`src/rtl/mode_controller.sv`:
```
// Top-level sequencer: mode selection, button routing, scanned display and alarm handling
// for the clock/timer/stopwatch design.
module mode_controller #(
    parameter int CLK_FREQ        = 1000,
    parameter int SCAN_DIV        = 2,
    parameter int BEEP_HALF       = 250,
    parameter int ALARM_TIMEOUT_S = 30
) (
    input  logic        clk,
    input  logic        rst,
    input  logic        btn_mode,
    input  logic        btn_a,
    input  logic        btn_b,
    input  logic        btn_c,
    input  logic        btn_d,
    input  logic        timer_active,
    input  logic        timer_alarm,
    input  logic [15:0] clk_digits,
    input  logic [15:0] tmr_digits,
    input  logic [15:0] sw_digits,
    output logic        en_clock,
    output logic        en_timer,
    output logic        en_stopwatch,
    output logic [3:0]  clk_btn,
    output logic [3:0]  sw_btn,
    output logic [4:0]  tmr_btn,
    output logic [3:0]  seg_sel,
    output logic [3:0]  seg_bcd,
    output logic        buzzer,
    output logic [2:0]  mode_led
);

    localparam int SCAN_W = (SCAN_DIV > 1) ? $clog2(SCAN_DIV) : 1;
    localparam int BEEP_W = (BEEP_HALF > 1) ? $clog2(BEEP_HALF) : 1;
    localparam int PRE_W  = (CLK_FREQ > 1) ? $clog2(CLK_FREQ) : 1;
    localparam int SEC_W  = (ALARM_TIMEOUT_S > 1) ? $clog2(ALARM_TIMEOUT_S) : 1;

    localparam logic [SCAN_W-1:0] SCAN_LAST = SCAN_W'(SCAN_DIV - 1);
    localparam logic [BEEP_W-1:0] BEEP_LAST = BEEP_W'(BEEP_HALF - 1);
    localparam logic [PRE_W-1:0]  PRE_LAST  = PRE_W'(CLK_FREQ - 1);
    localparam logic [SEC_W-1:0]  SEC_LAST  = SEC_W'(ALARM_TIMEOUT_S - 1);

    typedef enum logic [1:0] {
        ST_CLOCK     = 2'd0,
        ST_TIMER     = 2'd1,
        ST_STOPWATCH = 2'd2
    } mode_t;

    mode_t             state_r;
    mode_t             state_nx_s;
    logic              btn_mode_q_r;
    logic              mask_r;
    logic [SCAN_W-1:0] scan_cnt_r;
    logic [1:0]        digit_idx_r;
    logic [BEEP_W-1:0] beep_cnt_r;
    logic              buzz_off_r;
    logic [PRE_W-1:0]  pre_cnt_r;
    logic [SEC_W-1:0]  sec_cnt_r;
    logic              silenced_r;
    logic [2:0]        en_r;

    logic        mode_edge_s;
    logic        mode_lock_s;
    logic        advance_s;
    logic        btn_any_s;
    logic        auto_stop_s;
    logic [3:0]  btn_vec_s;
    logic [15:0] src_digits_s;
    logic [2:0]  en_nx_s;
    logic [3:0]  clk_btn_nx_s;
    logic [3:0]  sw_btn_nx_s;
    logic [4:0]  tmr_btn_nx_s;
    logic [3:0]  seg_sel_nx_s;
    logic [3:0]  seg_bcd_nx_s;
    logic        buzzer_nx_s;

    assign btn_vec_s   = {btn_d, btn_c, btn_b, btn_a};
    assign btn_any_s   = btn_a | btn_b | btn_c | btn_d;
    assign mode_edge_s = btn_mode & ~btn_mode_q_r;
    // Leaving TIMER would disable it and kill a running countdown or alarm.
    assign mode_lock_s = (state_r == ST_TIMER) & (timer_active | timer_alarm);
    assign advance_s   = mode_edge_s & ~mode_lock_s;
    assign auto_stop_s = timer_alarm & ~silenced_r & (pre_cnt_r == PRE_LAST) &
                         (sec_cnt_r == SEC_LAST);

    assign en_clock     = en_r[0];
    assign en_timer     = en_r[1];
    assign en_stopwatch = en_r[2];
    assign mode_led     = en_r;

    // Mode state register and btn_mode edge history.
    always_ff @(posedge clk or negedge rst) begin
        if (!rst) begin
            state_r      <= ST_CLOCK;
            btn_mode_q_r <= 1'b0;
        end else begin
            state_r      <= state_nx_s;
            btn_mode_q_r <= btn_mode;
        end
    end

    // Next mode: one step around the ring per accepted btn_mode edge.
    always_comb begin
        state_nx_s = state_r;
        if (advance_s) begin
            case (state_r)
                ST_CLOCK:     state_nx_s = ST_TIMER;
                ST_TIMER:     state_nx_s = ST_STOPWATCH;
                ST_STOPWATCH: state_nx_s = ST_CLOCK;
                default:      state_nx_s = ST_CLOCK;
            endcase
        end else begin
            state_nx_s = state_r;
        end
    end

    // Next values of all registered outputs.
    always_comb begin
        en_nx_s      = 3'b001;
        clk_btn_nx_s = 4'b0000;
        sw_btn_nx_s  = 4'b0000;
        tmr_btn_nx_s = 5'b00000;
        src_digits_s = clk_digits;
        seg_sel_nx_s = 4'b1111;
        seg_bcd_nx_s = 4'h0;
        buzzer_nx_s  = timer_alarm & ~buzz_off_r;

        case (state_nx_s)
            ST_CLOCK:     begin en_nx_s = 3'b001; src_digits_s = clk_digits; end
            ST_TIMER:     begin en_nx_s = 3'b010; src_digits_s = tmr_digits; end
            ST_STOPWATCH: begin en_nx_s = 3'b100; src_digits_s = sw_digits;  end
            default:      begin en_nx_s = 3'b001; src_digits_s = clk_digits; end
        endcase

        if (!(advance_s | mask_r)) begin
            case (state_r)
                ST_CLOCK:     clk_btn_nx_s = btn_vec_s;
                ST_TIMER:     tmr_btn_nx_s = {btn_d, btn_d, btn_c, btn_b, btn_a};
                ST_STOPWATCH: sw_btn_nx_s  = btn_vec_s;
                default:      clk_btn_nx_s = 4'b0000;
            endcase
        end else begin
            clk_btn_nx_s = 4'b0000;
        end
        // Auto-stop is not a user press, so the mask does not hold it back.
        if (state_r == ST_TIMER) begin
            tmr_btn_nx_s[4] = tmr_btn_nx_s[4] | auto_stop_s;
        end else begin
            tmr_btn_nx_s[4] = 1'b0;
        end

        case (digit_idx_r)
            2'd0:    begin seg_sel_nx_s = 4'b1110; seg_bcd_nx_s = src_digits_s[3:0];   end
            2'd1:    begin seg_sel_nx_s = 4'b1101; seg_bcd_nx_s = src_digits_s[7:4];   end
            2'd2:    begin seg_sel_nx_s = 4'b1011; seg_bcd_nx_s = src_digits_s[11:8];  end
            2'd3:    begin seg_sel_nx_s = 4'b0111; seg_bcd_nx_s = src_digits_s[15:12]; end
            default: begin seg_sel_nx_s = 4'b1111; seg_bcd_nx_s = 4'h0;                end
        endcase
        if (timer_alarm & buzz_off_r) begin
            seg_sel_nx_s = 4'b1111;
        end else begin
            seg_sel_nx_s = seg_sel_nx_s;
        end
    end

    // Output registers.
    always_ff @(posedge clk or negedge rst) begin
        if (!rst) begin
            en_r    <= 3'b001;
            clk_btn <= 4'b0000;
            sw_btn  <= 4'b0000;
            tmr_btn <= 5'b00000;
            seg_sel <= 4'b1111;
            seg_bcd <= 4'h0;
            buzzer  <= 1'b0;
        end else begin
            en_r    <= en_nx_s;
            clk_btn <= clk_btn_nx_s;
            sw_btn  <= sw_btn_nx_s;
            tmr_btn <= tmr_btn_nx_s;
            seg_sel <= seg_sel_nx_s;
            seg_bcd <= seg_bcd_nx_s;
            buzzer  <= buzzer_nx_s;
        end
    end

    // Button mask: a button held across a mode change must be released before it counts.
    always_ff @(posedge clk or negedge rst) begin
        if (!rst) begin
            mask_r <= 1'b1;
        end else if (advance_s) begin
            mask_r <= 1'b1;
        end else if (!btn_any_s) begin
            mask_r <= 1'b0;
        end else begin
            mask_r <= mask_r;
        end
    end

    // Display scan counters, free-running across mode changes.
    always_ff @(posedge clk or negedge rst) begin
        if (!rst) begin
            scan_cnt_r  <= '0;
            digit_idx_r <= 2'd0;
        end else if (scan_cnt_r == SCAN_LAST) begin
            scan_cnt_r  <= '0;
            digit_idx_r <= (digit_idx_r == 2'd3) ? 2'd0 : digit_idx_r + 2'd1;
        end else begin
            scan_cnt_r  <= scan_cnt_r + SCAN_W'(1);
        end
    end

    // Buzzer phase and auto-silence timing, active only while the alarm is on.
    always_ff @(posedge clk or negedge rst) begin
        if (!rst) begin
            beep_cnt_r <= '0;
            buzz_off_r <= 1'b0;
            pre_cnt_r  <= '0;
            sec_cnt_r  <= '0;
            silenced_r <= 1'b0;
        end else if (!timer_alarm) begin
            beep_cnt_r <= '0;
            buzz_off_r <= 1'b0;
            pre_cnt_r  <= '0;
            sec_cnt_r  <= '0;
            silenced_r <= 1'b0;
        end else begin
            if (beep_cnt_r == BEEP_LAST) begin
                beep_cnt_r <= '0;
                buzz_off_r <= ~buzz_off_r;
            end else begin
                beep_cnt_r <= beep_cnt_r + BEEP_W'(1);
            end
            if (!silenced_r) begin
                if (pre_cnt_r == PRE_LAST) begin
                    pre_cnt_r <= '0;
                    if (sec_cnt_r == SEC_LAST) begin
                        silenced_r <= 1'b1;
                    end else begin
                        sec_cnt_r <= sec_cnt_r + SEC_W'(1);
                    end
                end else begin
                    pre_cnt_r <= pre_cnt_r + PRE_W'(1);
                end
            end else begin
                pre_cnt_r <= pre_cnt_r;
            end
        end
    end

endmodule

```
`config.mk`:
```
export PLATFORM = sky130hd
export DESIGN_NAME = mode_controller
export DESIGN_NICKNAME = d
export VERILOG_FILES = /design/src/rtl/mode_controller.sv
export SDC_FILE = /design/constraint.sdc
export NUM_CORES = 1
export LEC_CHECK = 0
export BUFFER_PORTS_ARGS = -buffer_cell sky130_fd_sc_hd__buf_2
export CAP_MARGIN = 20
export CORE_MARGIN = 1.5
export CORE_UTILIZATION = 35
export DETAILED_ROUTE_END_ITERATION = 10
export PLACE_DENSITY_LB_ADDON = 0.05
export SKIP_LAST_GASP = 1
export SYNTH_ARGS = -nofsm -noshare
export SYNTH_HDL_FRONTEND = slang
export SYNTH_SLANG_ARGS = --single-unit
```
`constraint.sdc`:
```
create_clock -name clk -period 2.8 [get_ports clk]
set_input_delay 0.56 -clock clk [delete_from_list [all_inputs] [get_ports clk]]
set_output_delay 0.56 -clock clk [all_outputs]
set_load 0.05 [all_outputs]
```
==> results of run 1 <==
## final cells by class
cell class	count	area share
clock buffers	10	0.03539
clock inverters	6	0.02290
inverters	8	0.008328
multi-input cells	200	0.3754
flip-flops and latches	57	0.3976
well taps	102	0.03539
repair buffers	88	0.1249
## logic make-up (layout without fill, tap and decap cells)
group / after synthesis / in the layout / share of synthesized area
and+or+nand+nor: 107 / 107 / 0.2003
AOI/OAI and AO/OA: 60 / 60 / 0.1461
DFF: 57 / 57 / 0.4970
buffers and inverters: 23 / 112 / 0.03469
adders and majority gates: 16 / 16 / 0.06938
xor gates and xnor gates: 15 / 15 / 0.04553
muxes: 2 / 2 / 0.006939
## worst register-to-register path: stages, from the launching register on
cell,delay (ps)
dfrtp_1,440
nand2b_1,200
o21ai_1,290
nor2_1,90
a21o_1,200
ha_1,370
a22o_1,280
a22oi_1,170
nand2_1,80
a22o_1,200
## per-layer routing
| layer | GRT usage | vias to the layer above |
|---|---|---|
| met5 | 0 | - |
| met4 | 0.07836 | 0 |
| met3 | 0.04288 | 12 |
| met2 | 0.2579 | 66 |
| met1 | 0.1949 | 1067 |
| li1 | - | 1153 |
## report_power, final
group / internal (mW) / switching (mW) / total [mW]
combinational: 0.305 / 0.657 / 0.961
clock: 0.496 / 0.337 / 0.833
sequential: 0.923 / 0.0522 / 0.976
## worst paths after layout
path	endpoint	slack, ps	cells past startpoint
min	clk_btn[0]	170	1
max	seg_bcd[0]	370	9
max in group asynchronous	seg_sel[1]	1930	2
min reg2reg	buzzer	480	1
max reg2reg	seg_bcd[0]	370	9
min in group clk	btn_mode_q_r	340	1
## flip-flops by register name, summed over array words and instances (netlist names)
| register | count |
|---|---|
| btn_mode_q_r | 1 |
| seg_bcd | 4 |
| sw_btn | 4 |
| beep_cnt_r | 8 |
| silenced_r | 1 |
| state_r | 2 |
| clk_btn | 4 |
| scan_cnt_r | 1 |
| sec_cnt_r | 5 |
| mask_r | 1 |
| digit_idx_r | 2 |
| mode_led | 3 |
| buzzer | 1 |
| pre_cnt_r | 10 |
| tmr_btn | 5 |
| seg_sel | 4 |
| buzz_off_r | 1 |
## repair_timing
action	in CTS	in global routing
setup endpoints to repair	0	4
resized for setup	0	2
hold buffers	0	0
endpoints found under the hold margin	0	0
## cell usage in the layout, fill, tap and decap left out, types with 7 or more instances in the layout
| cell | Yosys | layout |
|---|---|---|
| buf_2 | 1 | 84 |
| dfrtp_1 | 51 | 51 |
| nand2_1 | 28 | 28 |
| nor2_1 | 25 | 25 |
| a22o_1 | 16 | 16 |
| ha_1 | 16 | 15 |
| and2_1 | 14 | 14 |
| a22oi_1 | 12 | 12 |
| a21oi_1 | 10 | 10 |
| xnor2_1 | 10 | 10 |
| clkbuf_8 | 0 | 9 |
| o21ai_0 | 9 | 8 |
| inv_1 | 7 | 7 |
## stage by stage
step / total power, mW / utilization / area [um2]
2_1_floorplan: 1.738 / - / 2885
6_report: 2.770 / 0.4595 / 3606
4_1_cts: 2.811 / 0.4592 / 3603
3_5_place_dp: 1.959 / 0.4324 / 3393
5_1_grt: 2.934 / 0.4595 / 3606
3_3_place_gp: 1.958 / 0.4324 / 3393
==> impl_metrics.json, run 1 <==
{
  "crit_family": "compound AO/OA/AOI/OAI gates",
  "yosysSeqAreaShare": 0.4970,
  "status": "completed",
  "setup_violations": 0,
  "grt_overflow": 0,
  "rsz0062_at_grt": "false",
  "fin_ws_ps": 369.9,
  "n_antenna_cell": 0,
  "cts-root-buf": "clkbuf_8",
  "drt_iter0_drc": 115,
  "vias": 2298,
  "m1WireLength_um": 2982,
  "critPathMaxFanout": 16,
  "io_pins": 85,
  "startpoint": "state_r[1]",
  "postCtsSetupRepairBufs": 0,
  "synth_area_um2": 2885,
  "grt_start_max_net_pins": 22,
  "place_ws_ps": 114.2,
  "crit_path_top_delay_cell": "dfrtp_1",
  "synth-main-ff-cell": "dfrtp_1",
  "synth_seq_cells": 57,
  "die_h_um": 93.80,
  "crit_chain": "nand2b_1 -> o21ai_1 -> nor2_1 -> a21o_1 -> ha_1 -> a22o_1 -> a22oi_1 -> nand2_1 -> a22o_1",
  "synthArstFlopShare": 1.000,
  "ir_drop_mv": 0.3301,
  "first_global_vias": 2255,
  "synthTopCellsByCount": "dfrtp_1 (51), nand2_1 (28), nor2_1 (25), a22o_1 (16), ha_1 (16)",
  "tns_ps": 0,
  "row_count": 32,
  "grt_pass1_wl_um": 10630,
  "multiInputGateArea_um2": 1354,
  "cp_common_cell": "a22o_1",
  "yosysMostFrequentCell": "dfrtp_1",
  "die_x_um": 93.80,
  "antenna_found_initial": 0,
  "htree_levels": 3,
  "synth_area_leader_cell": "dfrtp_1",
  "clk-insertion-delay-late_ps": 340,
  "wl_per_cell_um": 13.73,
  "filler_cell_count": 767,
  "maxUsedRoutingLayer": "met4",
  "final_max_slew_viol_count": 0,
  "dp_hpwl_um": 4711,
  "dp_cells": 455,
  "worst_pin_slew_ps": 735.3,
  "fin_skew_ps": 7.843,
  "p_per_area_nw_per_um2": 768.1,
  "avgSynthCellArea_um2": 10.30,
  "holdCritPathClass": "input pin to asynchronous set/reset pin",
  "ys_warn_count": 0,
  "port-buffer-count": 84,
  "critPathLaunchType": "flip-flop",
  "worstSetupPathType": "flip-flop to flip-flop",
  "wl_met2_um": 3005,
  "drtAntennaViolNets": 0,
  "vias_per_cell": 4.879,
  "max_stage_delay_ps": 440,
  "syn2layout_area_growth_pct": 24.98,
  "final_cells": 471,
  "grtUsageTotal": 0.1592,
  "hold_ws_ps": 165.9,
  "place_congestion": 0.8099,
  "firstDrtPassIters": 4,
  "wl_met3_um": 349,
  "drv_cap": 0,
  "syn_inst": 280,
  "fmax_ghz": 0.4115,
  "syn_nets": 353,
  "clock_sinks": 57,
  "cp_data_required_time_ps": 3030,
  "r2r-start": "state_r[1]",
  "core_um2": 7848,
  "tritoncts": "done",
  "path_clk_slew_ps": 70,
  "hold_viol_final": 0,
  "wirelength_um": 6468,
  "synth_edf_count": 0,
  "start_util": 0.3677,
  "layout.nets": 437,
  "critPathBufInv": 0,
  "final_layout_size_suffix_gt1_frac": 0.3198,
  "die_area_um2": 8798,
  "crit_path_end_kind": "flip-flop",
  "period_share": 0.8679,
  "regArea_um2": 1434,
  "drc": 0,
  "relSlewSlack": 0.5029,
  "numCtsBuffers": 9,
  "yosys-top-cells-area": "dfrtp_1 (44%), ha_1 (6.9%), dfstp_2 (5.5%), a22o_1 (4.9%), nand2_1 (3.6%)",
  "synth.distinct_cells": 46,
  "crit_arrival_ps": 2660,
  "p_leak_nw": 1.750,
  "finalCriticalPeriod_ps": 2430,
  "cts_buffer_depth": 2,
  "synth_top_cell_area_share": 0.4423
}
(Power assumes the default switching activity.)
==> inputs of run 2 (changes only) <==
--- a/config.mk
+++ b/config.mk
@@ -10,7 +10,9 @@
 export CORE_MARGIN = 1.5
 export CORE_UTILIZATION = 35
 export DETAILED_ROUTE_END_ITERATION = 10
+export GPL_ROUTABILITY_DRIVEN = 0
 export PLACE_DENSITY_LB_ADDON = 0.05
+export REMOVE_ABC_BUFFERS = 1
 export SKIP_LAST_GASP = 1
 export SYNTH_ARGS = -nofsm -noshare
 export SYNTH_HDL_FRONTEND = slang
==> run 2 against run 1 <==
  * Sequential power is essentially flat
  * Critical path depth stayed put
  * Register-to-register slack lost 70 ps
  * Combinational power barely moved
  * Clock skew grew 4.4 ps
  * Non-clock buffer count unchanged
  * Cell count stayed put
==> impl_metrics.json, run 2 (synthesized netlist as in run 1, its figures left out) <==
{
  "status": "completed",
  "period_share": 0.8916,
  "worstHoldPathCells": 1,
  "final_common_cell": "buf_2",
  "ff2ff_setup_slack_ps": 300,
  "place_ws_ps": 83.92,
  "die_area_um2": 8798,
  "antenna_found_initial": 0,
  "htree_levels": 3,
  "syn2layout_area_growth_pct": 24.72,
  "path_clk_slew_ps": 70,
  "tns_ps": 0,
  "die_x_um": 93.80,
  "reg2reg_to": "seg_bcd[1]",
  "grt_overflow": 0,
  "power.total_mw": 2.732,
  "critPathLaunchType": "flip-flop",
  "hold_ws_ps": 343.5,
  "setup_violations": 0,
  "firstDrtPassIters": 4,
  "core_um2": 7848,
  "layout_common_cells": "buf_2 (84), dfrtp_1 (51), nand2_1 (28), nor2_1 (25)",
  "io_pins": 85,
  "crit_path_end_kind": "flip-flop",
  "fin_util": 0.4585,
  "r2r_cells": 9,
  "largest_reg_flops": 10,
  "crit_arrival_ps": 2720,
  "grtUsageTotal": 0.1603,
  "hold_viol_final": 0,
  "start_util": 0.3677,
  "regArea_um2": 1434,
  "layout.nets": 437,
  "die_h_um": 93.80,
  "fmax_ghz": 0.4006,
  "vias_per_cell": 4.866,
  "drv_cap": 0,
  "regMostFlops": "pre_cnt_r",
  "critPathMaxFanout": 16,
  "fin_ws_ps": 303.5,
  "vias": 2292,
  "grt_start_max_net_pins": 43,
  "reg.largest.list": "pre_cnt_r (10), beep_cnt_r (8)",
  "dp_cells": 455,
  "filler_cell_count": 811,
  "final_cells": 471,
  "fin_skew_ps": 12.20,
  "finalCriticalPeriod_ps": 2496,
  "final_max_slew_viol_count": 0,
  "drc": 0,
  "n_antenna_cell": 0,
  "cts-root-buf": "clkbuf_8",
  "startpoint": "state_r[1]",
  "clk-insertion-delay-late_ps": 340,
  "place_area_um2": 3393,
  "drtAntennaViolNets": 0,
  "numCtsBuffers": 9,
  "p_per_area_nw_per_um2": 759.3,
  "drt_iter0_drc": 48,
  "first_global_vias": 2293,
  "worstSetupPathType": "flip-flop to flip-flop",
  "design_area_um2": 3598,
  "p_leak_nw": 1.744,
  "tritoncts": "done",
  "holdCritPathClass": "input pin to flip-flop",
  "dp_hpwl_um": 4544,
  "grt_pass1_wl_um": 10790,
  "final_layout_size_suffix_gt1_frac": 0.3198,
  "row_count": 32,
  "clock_sinks": 57,
  "rsz0062_at_grt": "false",
  "port-buffer-count": 84,
  "endpoint": "seg_bcd[1]",
  "relSlewSlack": 0.3848,
  "worst_pin_slew_ps": 922.8,
  "wirelength_um": 6427,
  "cts_buffer_depth": 2,
  "postCtsSetupRepairBufs": 0,
  "wl_per_cell_um": 13.65,
  "cp_data_required_time_ps": 3020,
  "ir_drop_mv": 0.3128,
  "r2r-start": "state_r[1]",
  "multiInputGateArea_um2": 1351
}
## run 2: cell type report
cell class	count	area share
repair buffers	88	0.1252
well taps	102	0.03547
inverters	8	0.008345
clock inverters	6	0.01878
flip-flops and latches	57	0.3985
clock buffers	10	0.03825
multi-input cells	200	0.3755
## run 2: routing by layer
metal  vias up  routed length (um)  GRT usage
met1      1071                2953     0.1980
li1       1151                   -          -
met3        13                 289    0.03883
met2        57                3041     0.2603
met4         0                 143    0.08085
met5         -                   0          0
## run 2: how the worst min path moves through the flow
stage	from	end	slack [ps]
3_3_place_gp	scan_cnt_r	scan_cnt_r	470
5_1_grt	btn_mode	btn_mode_q_r	330
4_1_cts	btn_mode	btn_mode_q_r	330
6_report	btn_mode	btn_mode_q_r	340
3_5_place_dp	scan_cnt_r	scan_cnt_r	470
2_1_floorplan	rst	beep_cnt_r[0]	260
## run 2: where the power goes
group / internal (mW) / switching (mW)
registers: 0.923 / 0.0543
clock network: 0.436 / 0.358
logic: 0.301 / 0.660
## run 2: what timing repair did
item	4_1_cts	5_1_grt
resized for setup	0	1
endpoints found under the setup margin	0	3
hold buffers	0	0
hold endpoints to repair	0	0
## run 2: worst max-delay path: stages (launching register included)
cell and delay, ps:
dfrtp_1 440, nand2b_1 200, o21ai_1 290, nor2_1 90
a21o_1 190, ha_1 390, a22o_1 290, a22oi_1 180
nand2_1 90, a22o_1 220
